**src/rtl/message_writeback_serializer.sv**
```systemverilog
// -----------------------------------------------------------------------------
// message_writeback_serializer
//
// Receiving end of the sequential message passer. Every `valid` cycle the full
// horizontal/vertical message vectors are captured into a small FIFO. The head
// entry is then sent to the message memory as narrow beats: BEATS horizontal
// beats followed by BEATS vertical beats, under valid/ready flow control. The
// passer cannot be stalled, so a capture with no free slot is dropped and
// flagged on the sticky `overflow` output.
//
// Ports:
//   clk           clock, all state updates on posedge
//   rst           asynchronous, active-high reset
//   valid         passer result strobe, capture inputs this cycle
//   horizontal_in horizontal vector, label i at [(i+1)*MESSAGE_WIDTH-1 -: MESSAGE_WIDTH]
//   vertical_in   vertical vector, same packing
//   wr_valid      beat available
//   wr_ready      memory accepts the beat
//   wr_data       beat payload, label b*WORD_LABELS+k in slot k (slot 0 = LSBs)
//   wr_vertical   0 = horizontal beat, 1 = vertical beat
//   wr_beat       beat index within the current half
//   wr_last       final beat of the entry
//   wr_count      entries fully written (wraps at 2^16)
//   full          FIFO occupancy == DEPTH
//   overflow      sticky, a `valid` was dropped
// -----------------------------------------------------------------------------
module message_writeback_serializer #(
    parameter int LABELS        = 16,
    parameter int MESSAGE_WIDTH = 6,
    parameter int WORD_LABELS   = 4,
    parameter int DEPTH         = 4,
    localparam int BEATS        = LABELS / WORD_LABELS,
    localparam int BEAT_W       = (BEATS > 1) ? $clog2(BEATS) : 1
) (
    input  logic                                clk,
    input  logic                                rst,
    input  logic                                valid,
    input  logic [LABELS*MESSAGE_WIDTH-1:0]      horizontal_in,
    input  logic [LABELS*MESSAGE_WIDTH-1:0]      vertical_in,
    output logic                                wr_valid,
    input  logic                                wr_ready,
    output logic [WORD_LABELS*MESSAGE_WIDTH-1:0] wr_data,
    output logic                                wr_vertical,
    output logic [BEAT_W-1:0]                   wr_beat,
    output logic                                wr_last,
    output logic [15:0]                         wr_count,
    output logic                                full,
    output logic                                overflow
);

    localparam int VEC_W   = LABELS * MESSAGE_WIDTH;
    localparam int SLICE_W = WORD_LABELS * MESSAGE_WIDTH;
    localparam int PTR_W   = (DEPTH > 1) ? $clog2(DEPTH) : 1;
    localparam int OCC_W   = $clog2(DEPTH + 1);

    localparam logic [1:0] IDLE   = 2'd0;
    localparam logic [1:0] SEND_H = 2'd1;
    localparam logic [1:0] SEND_V = 2'd2;

    localparam logic [BEAT_W-1:0] LAST_BEAT = BEAT_W'(BEATS - 1);
    localparam logic [OCC_W-1:0]  DEPTH_OCC = OCC_W'(DEPTH);

    logic [VEC_W-1:0] h_mem [DEPTH];
    logic [VEC_W-1:0] v_mem [DEPTH];

    logic [PTR_W-1:0]  rd_ptr;
    logic [PTR_W-1:0]  wr_ptr;
    logic [OCC_W-1:0]  occupancy;
    logic [OCC_W-1:0]  occupancy_next;
    logic [1:0]        state;
    logic [BEAT_W-1:0] beat;
    logic [VEC_W-1:0]  head;
    logic              handshake;
    logic              pop;
    logic              space;
    logic              push;

    // All beat outputs are decoded from registers only, so they cannot move
    // while the memory holds wr_ready low.
    assign wr_valid    = (state != IDLE);
    assign wr_vertical = (state == SEND_V);
    assign wr_beat     = beat;
    assign wr_last     = wr_vertical && (beat == LAST_BEAT);
    assign head        = wr_vertical ? v_mem[rd_ptr] : h_mem[rd_ptr];
    assign wr_data     = head[beat * SLICE_W +: SLICE_W];

    assign handshake = wr_valid && wr_ready;
    assign pop       = handshake && wr_last;
    // The last-beat handshake frees the head slot in the same cycle, so a full
    // FIFO can still accept a capture then.
    assign space     = (occupancy < DEPTH_OCC) || pop;
    assign push      = valid && space;

    always_comb begin
        // NOTE: default first so every path assigns it and no latch is inferred.
        occupancy_next = occupancy;
        case ({push, pop})
            2'b10:   occupancy_next = occupancy + 1'b1;
            2'b01:   occupancy_next = occupancy - 1'b1;
            default: occupancy_next = occupancy;
        endcase
    end

    // NOTE: storage is deliberately not reset; the pointers and occupancy
    // decide what is valid, and leaving the arrays out keeps them plain RAM.
    always_ff @(posedge clk) begin
        if (push) begin
            h_mem[wr_ptr] <= horizontal_in;
            v_mem[wr_ptr] <= vertical_in;
        end
    end

    // NOTE: non-blocking assignments so every register sees pre-edge values.
    always_ff @(posedge clk or posedge rst) begin
        if (rst) begin
            rd_ptr    <= '0;
            wr_ptr    <= '0;
            occupancy <= '0;
            full      <= 1'b0;
            overflow  <= 1'b0;
            wr_count  <= '0;
            state     <= IDLE;
            beat      <= '0;
        end else begin
            if (push) begin
                wr_ptr <= wr_ptr + 1'b1;
            end
            if (pop) begin
                rd_ptr   <= rd_ptr + 1'b1;
                wr_count <= wr_count + 16'd1;
            end
            if (valid && !space) begin
                overflow <= 1'b1;
            end
            occupancy <= occupancy_next;
            full      <= (occupancy_next == DEPTH_OCC);

            case (state)
                IDLE: begin
                    if (occupancy != '0) begin
                        state <= SEND_H;
                        beat  <= '0;
                    end
                end
                SEND_H: begin
                    if (handshake) begin
                        if (beat == LAST_BEAT) begin
                            state <= SEND_V;
                            beat  <= '0;
                        end else begin
                            beat <= beat + 1'b1;
                        end
                    end
                end
                SEND_V: begin
                    if (handshake) begin
                        if (beat == LAST_BEAT) begin
                            // Occupancy after this pop (including any same-cycle
                            // capture) decides whether to continue without a gap.
                            beat  <= '0;
                            state <= (occupancy_next != '0) ? SEND_H : IDLE;
                        end else begin
                            beat <= beat + 1'b1;
                        end
                    end
                end
                default: begin
                    state <= IDLE;
                    beat  <= '0;
                end
            endcase
        end
    end

endmodule

```
**config.mk**
```make
export PLATFORM = sky130hd
export DESIGN_NAME = message_writeback_serializer
export DESIGN_NICKNAME = d
export VERILOG_FILES = /design/src/rtl/message_writeback_serializer.sv
export SDC_FILE = /design/constraint.sdc
export NUM_CORES = 1
export LEC_CHECK = 0
export CAP_MARGIN = 0
export CORE_ASPECT_RATIO = 1.1
export CORE_MARGIN = 4
export CORE_UTILIZATION = 55
export CTS_BUF_LIST = sky130_fd_sc_hd__clkbuf_8
export DETAILED_ROUTE_END_ITERATION = 10
export GPL_TIMING_DRIVEN = 0
export PLACE_DENSITY = 0.85
export SLEW_MARGIN = 25
export SYNTH_ARGS = -nofsm -noshare
export SYNTH_HDL_FRONTEND = slang
export SYNTH_SLANG_ARGS = --single-unit
```
**constraint.sdc**
```tcl
create_clock -name clk -period 13 [get_ports clk]
set_clock_uncertainty 0.2 [all_clocks]
set_input_delay 3.25 -clock clk [delete_from_list [all_inputs] [get_ports clk]]
set_output_delay 3.25 -clock clk [all_outputs]
set_load 0.005 [all_outputs]
```
# [After elaboration in Yosys (flattened, before gate mapping)]
# Memories as Yosys holds them, arrays and structs flattened.
# Cells that the tools add are included.
[totals] regBits=29 mem_bits_rw=768 input_bits=196 out_inout_bits=47 word_cells=60 memories=2
[mem_list] name="h_mem" words=4 width=96 rd=1 rd_ports_with_merged_regs=0 write_ports=1 line_no="63" source="logic [VEC_W-1:0] h_mem [DEPTH];"
[mem_list] name="v_mem" words=4 width=96 rd=1 rd_ports_with_merged_regs=0 write_ports=1 line_no="64" source="logic [VEC_W-1:0] v_mem [DEPTH];"
[op_classes] add_sub_neg=6 n_mul=1 order_cmp=1 eq_ne=12 shifts=1 n_mux=15 n_reduce_logical=14
[ops] operator="96-bit two-way mux" count=1
[ops] operator="96-bit by 8-bit variable part select with 24-bit output" count=1
[ops] operator="16-bit by 1-bit adder with 16-bit output, second input constant" count=1
[ops] operator="2-bit two-way mux" count=8
[ops] operator="2-bit by 1-bit adder with 2-bit output, second input constant" count=3
[ops] operator="2-bit equality test, second input constant" count=3
[ops] operator="2-bit by 1-bit inequality test with 1-bit output, second input constant" count=3
[ops] operator="2-bit inequality test, second input constant" count=3
[ops] operator="2-bit one-hot mux with 3 select lines" count=1
[ops] operator="3-bit one-hot mux with 2 select lines" count=1
[ops] operator="3-bit nonzero test" count=2
[ops] operator="1-bit logical AND" count=5
[ops] operator="5-bit AND reduction" count=1
[ops] operator="2-bit by 1-bit equality test with 1-bit output, second input constant" count=2
[ops] operator="2-bit by 2-bit multiplier with 4-bit output, second input constant" count=1
[ops] operator="2-bit one-hot mux with 2 select lines" count=1
[ops] operator="3-bit by 1-bit adder with 3-bit output, second input constant" count=1
[ops] operator="3-bit equality test, second input constant" count=1
[ops] operator="3-bit less-than comparator, second input constant" count=1
[ops] operator="1-bit two-way mux" count=3
[ops] operator="3-bit by 1-bit subtractor with 3-bit output, second input constant" count=1
[ops] operator="2-bit zero test" count=1
[ops] operator="2-bit AND reduction" count=1
[ops] operator="2-bit nonzero test" count=1
[ops] operator="other kinds (3)" count=3

# [Logic depth before layout (Yosys ltp)]
[logic_depth] word_depth=12 depth_mapped=13 mapped_depth_nobuf=12

# [Worst setup path after synthesis]
# Ideal clock, no wire load.
[synth_timing] kind="input to register" start="in wr_ready" end="mem h_mem[0][0] (netlist bit) (enable)" setup_ns=0.576 t_arrival_ns=8.242 required_time_ns=12.224 path_slack_ns=3.982 stages=3 path_buffers=0 cell_sequence="nand4b_4 -> a21boi_1 -> and2_1"
[synth_between] elab_chain_len=6
[synth_rtl] item="start, declared" line_no="41" source="input logic wr_ready,"
[synth_rtl] item="1-bit logical AND" line_no="87" source="assign handshake = wr_valid && wr_ready;"
[synth_rtl] item="1-bit logical AND" line_no="88" source="assign pop = handshake && wr_last;"
[synth_rtl] item="1-bit logical OR" line_no="91" source="assign space = (occupancy < DEPTH_OCC) || pop;"
[synth_rtl] item="1-bit logical AND" line_no="92" source="assign push = valid && space;"
[synth_rtl] item="1-bit two-way mux" line_no="107" source="if (push) begin"
[synth_rtl] item="1-bit two-way mux (implied by the code)" line_no="108" source="h_mem[wr_ptr] <= horizontal_in;"
[synth_rtl] item="end, declared" line_no="63"
# Every way passes these cells.

# [Worst setup path after layout]
[layout_timing] start="reg state[0]" end="out wr_data[11]"
[layout_between] elab_chain_len=3
[layout_rtl] item="start, declared" line_no="70" source="logic [1:0] state;"
[layout_rtl] item="start signal, assigned" line_no="161" source="state <= (occupancy_next != '0) ? SEND_H : IDLE;"
[layout_rtl] item="2-bit equality test" line_no="81" source="assign wr_vertical = (state == SEND_V);"
[layout_rtl] item="96-bit two-way mux" line_no="84" source="assign head = wr_vertical ? v_mem[rd_ptr] : h_mem[rd_ptr];"
[layout_rtl] item="96-bit by 8-bit variable part select with 24-bit output" line_no="85" source="assign wr_data = head[beat * SLICE_W +: SLICE_W];"
[layout_rtl] item="end, declared" line_no="42" source="output logic [WORD_LABELS*MESSAGE_WIDTH-1:0] wr_data,"
# Every way passes these cells.

==> parameters.txt <==
Parameter                              Value

Timing
  Fmax achieved    0.135 GHz
  Total count of max-transition violations in the final report    0
  Tcrit/Tclk final    0.570
  Fin crit period    7.41 ns
  Worst Max-Slew Pin Slew    0.814 ns
  Final Hold Violating Endpoints    0
  RSZ-0062 raised after global routing    false
  Finish-stage setup viols    0
  Slew Limit Headroom    0.457

Worst hold path
  Worst hold path cell count    1
  Min-delay worst type    reg2reg
  Hold Crit Endpoint    wr_count[15]
  Worst Min Path Start    wr_count[15]

Placement
  Weighted congestion reported at the end of routability-driven placement    0.845
  Count of buffers inserted at the top-level ports    242
  HPWL after DPL    52000 um

Clocking
  Setup Fix Bufs, Post-CTS    0
  CTS max path bufs    3
  Hold buffer count at CTS    0
  Clock transition time at the flip-flop clock pins of the worst setup and hold paths    0.06 ns
  Root cell of the clock tree    sky130_fd_sc_hd__clkbuf_8
  CTS tree    yes
  Sinks on the clock net    797
  Number of gates resized after cts    0
  Clock insertion delay at the later pin of the skew report    0.70 ns
  H-tree lvl count    3
  Number of CTS-inserted buffers    115

Synthesis
  Synth cell types    41
  Post-synth ARST share    0.0364
  Primary flip-flop cell chosen by synthesis mapping    sky130_fd_sc_hd__edfxtp_1
  Post-Synthesis Cell Area    31300 sq um
  Count of mapped cells out of synthesis    1774
  Fraction of the yosys area taken by sequential cells    0.761
  Cell taking the most area after synthesis    sky130_fd_sc_hd__edfxtp_1
  Total number of yosys warnings    0
  Mean Syn Cell Area    17.6 sq um
  Post-synth EDFFs    768
  Synth top area cells    sky130_fd_sc_hd__edfxtp_1, sky130_fd_sc_hd__mux2i_1, sky130_fd_sc_hd__dfrtp_1, sky130_fd_sc_hd__a22oi_1, sky130_fd_sc_hd__a22o_1
  Number of flip-flops and latches in the synthesized netlist    797
  Mapped Nets    1983
  Proportion of netlist area held by the largest area contributor    0.738

Floorplan
  Rows    91
  Initial core utilization    0.557
  Std-Cell Core Area    56100 sq um
  I/O pin count    243
  Chip Width    235 um
  Die area    60700 sq um
  Die height    258 um

Worst setup path
  Startpoint type of the worst setup path    register
  Required arrival time at the worst endpoint    9.55 ns
  Nature of the critical path endpoint    output port
  Number of buffers and inverters on the critical path    5
  Kind of cell adding the most delay to the critical path    buffers and inverters
  Number of cells on the worst reg-to-reg path    11
  Slowest stage delay, CP    0.49 ns
  Cell with the largest stage delay on the worst path    sky130_fd_sc_hd__clkdlybuf4s50_1
  End of the worst register-to-register path    state[0]
  Most numerous cell on the critical path    sky130_fd_sc_hd__buf_2
  WS Path Type    reg2out
  Worst-path maximum fanout    10
  CP Data Arrival Time    3.96 ns
  Worst reg2reg startpoint    wr_beat[0]
  Worst setup slack for register-to-register paths    9.38 ns
  CP cell instances    inv_1 > ha_1 > buf_6 > nor2_1 > buf_2 > buf_2 > nand2_1 > a31oi_1 > nand3_1 > clkdlybuf4s50_1

Global routing
  Total congestion overflow    0
  Met3 usage in global routing    0.0791
  Global-route wire length before repair    113000 um
  Number of antenna violations at the first check in global routing    31
  Met1 Resource Use GR    0.303
  Met2 Use GR    0.421
  Pin count of the biggest net entering global routing    45
  Layer carrying the most global-route usage    met2
  Aggregate global-route resource usage    0.249
  Via count of the first global-routing pass    18100

Routing
  DRT antenna net count    0
  Remaining routing DRC violations    0
  Overall routed net length    78000 um
  Detailed-route via count    17800
  Number of optimization iterations in the first detailed-route pass    5
  Routed length per placed instance    25.9 um
  Average via count per standard cell    5.92
  1st-iter DRT viols    1749

Power and ir drop
  Power density normalized to cell area    181 nW/um^2
  Final total power    6.75 mW
  Worst ir drop on vdd    0.0964 mV
  Reported leakage power    11.9 nW

Layout
  Seq. cell area    23800 sq um
  Number of fill cells in the layout    3571
  Post-layout util    0.664
  Most common cell after layout, fill and taps aside    sky130_fd_sc_hd__edfxtp_1
  Area taken by multi-input logic gates    6850 sq um
  Ratio of cells with drive above 1 in the final layout    0.113
  Most frequent cells in the layout    sky130_fd_sc_hd__edfxtp_1, sky130_fd_sc_hd__mux2i_1, sky130_fd_sc_hd__clkdlybuf4s50_1, sky130_fd_sc_hd__clkbuf_8, sky130_fd_sc_hd__nand2_1
  Growth of design area from synthesis to finish    19.3%
  Fin nets    2362

Outcome
  Outcome    completed

Run
  Max-capacitance violation count    0
## cells by family after synthesis
logic type | count (synthesis) | share of synthesized area
flops | 797 | 0.761
mux | 386 | 0.124
compound gates | 229 | 0.0495
simple gates | 222 | 0.0345
buf+inv | 107 | 0.0201
xor+xnor | 20 | 0.00560
fa+ha+maj | 13 | 0.00544
## flip-flops by register name, indices dropped and copies added, names as in the netlist
name       cells
full           1
h_mem        384
occupancy      3
overflow       1
rd_ptr         2
state          2
v_mem        384
wr_beat        2
wr_count      16
wr_ptr         2
## metal layers
metal,part of all wire,vias up
met4,0.030,30
li1,-,7826
met1,0.36,8877
met3,0.10,165
met2,0.50,920
met5,0.0026,-
## through the flow
stage	cell area, sq um	setup TNS [ns]	instances	hold slack (ns)	setup WS [ns]
finish	37300	0	3010	0.293	5.59
global route	37300	0	2998	0.304	5.40
CTS	37300	0	2992	0.291	5.59
detailed placement	35100	0	2780	0.278	6.46
global placement	34600	-0.923	2760	0.260	-0.0174
floorplan	31300	0	1774	0.266	3.98
## power breakdown
part / total (mW) / internal (mW) / switching [mW]
Clock: 1.87 / 0.951 / 0.921
Combinational: 1.51 / 0.560 / 0.955
Sequential: 3.37 / 3.26 / 0.106
## area by class of cell
class | count | share of cell area
plain buffers | 98 | 0.0159
multi-input cells | 870 | 0.184
flip-flops and latches | 797 | 0.638
inverters | 9 | 0.000906
clock buffers | 116 | 0.0428
clock inverters | 96 | 0.0153
diodes | 18 | 0.00121
repair buffers | 262 | 0.0775
well taps | 744 | 0.0250
## how the worst max path moves through the flow
stage                   endpoint      from  cells past startpoint  slack, ns
floorplan            h_mem[0][0]  wr_ready                      3       3.98
global placement    h_mem[2][37]  wr_ready                      4      -0.02
detailed placement      state[0]  wr_ready                     11       6.46
CTS                  wr_data[11]  state[0]                     10       5.59
global route         wr_data[11]  state[0]                     10       5.40
finish               wr_data[11]  state[0]                     10       5.59
## Yosys cell counts, types with 3 or more instances
cell,number
sky130_fd_sc_hd__edfxtp_1,768
sky130_fd_sc_hd__mux2i_1,384
sky130_fd_sc_hd__nand2_1,90
sky130_fd_sc_hd__nand3_1,76
sky130_fd_sc_hd__a21oi_1,74
sky130_fd_sc_hd__a22oi_1,72
sky130_fd_sc_hd__a22o_1,48
sky130_fd_sc_hd__buf_2,36
sky130_fd_sc_hd__dfrtp_1,29
sky130_fd_sc_hd__clkbuf_1,26
sky130_fd_sc_hd__nor3_1,26
sky130_fd_sc_hd__a31oi_1,24
sky130_fd_sc_hd__buf_4,24
sky130_fd_sc_hd__xnor2_1,17
sky130_fd_sc_hd__buf_6,12
sky130_fd_sc_hd__ha_1,12
sky130_fd_sc_hd__inv_1,8
sky130_fd_sc_hd__and2_1,7
sky130_fd_sc_hd__o21ai_0,7
sky130_fd_sc_hd__nor2_1,3
sky130_fd_sc_hd__xor2_1,3
(Power assumes the default switching activity.)
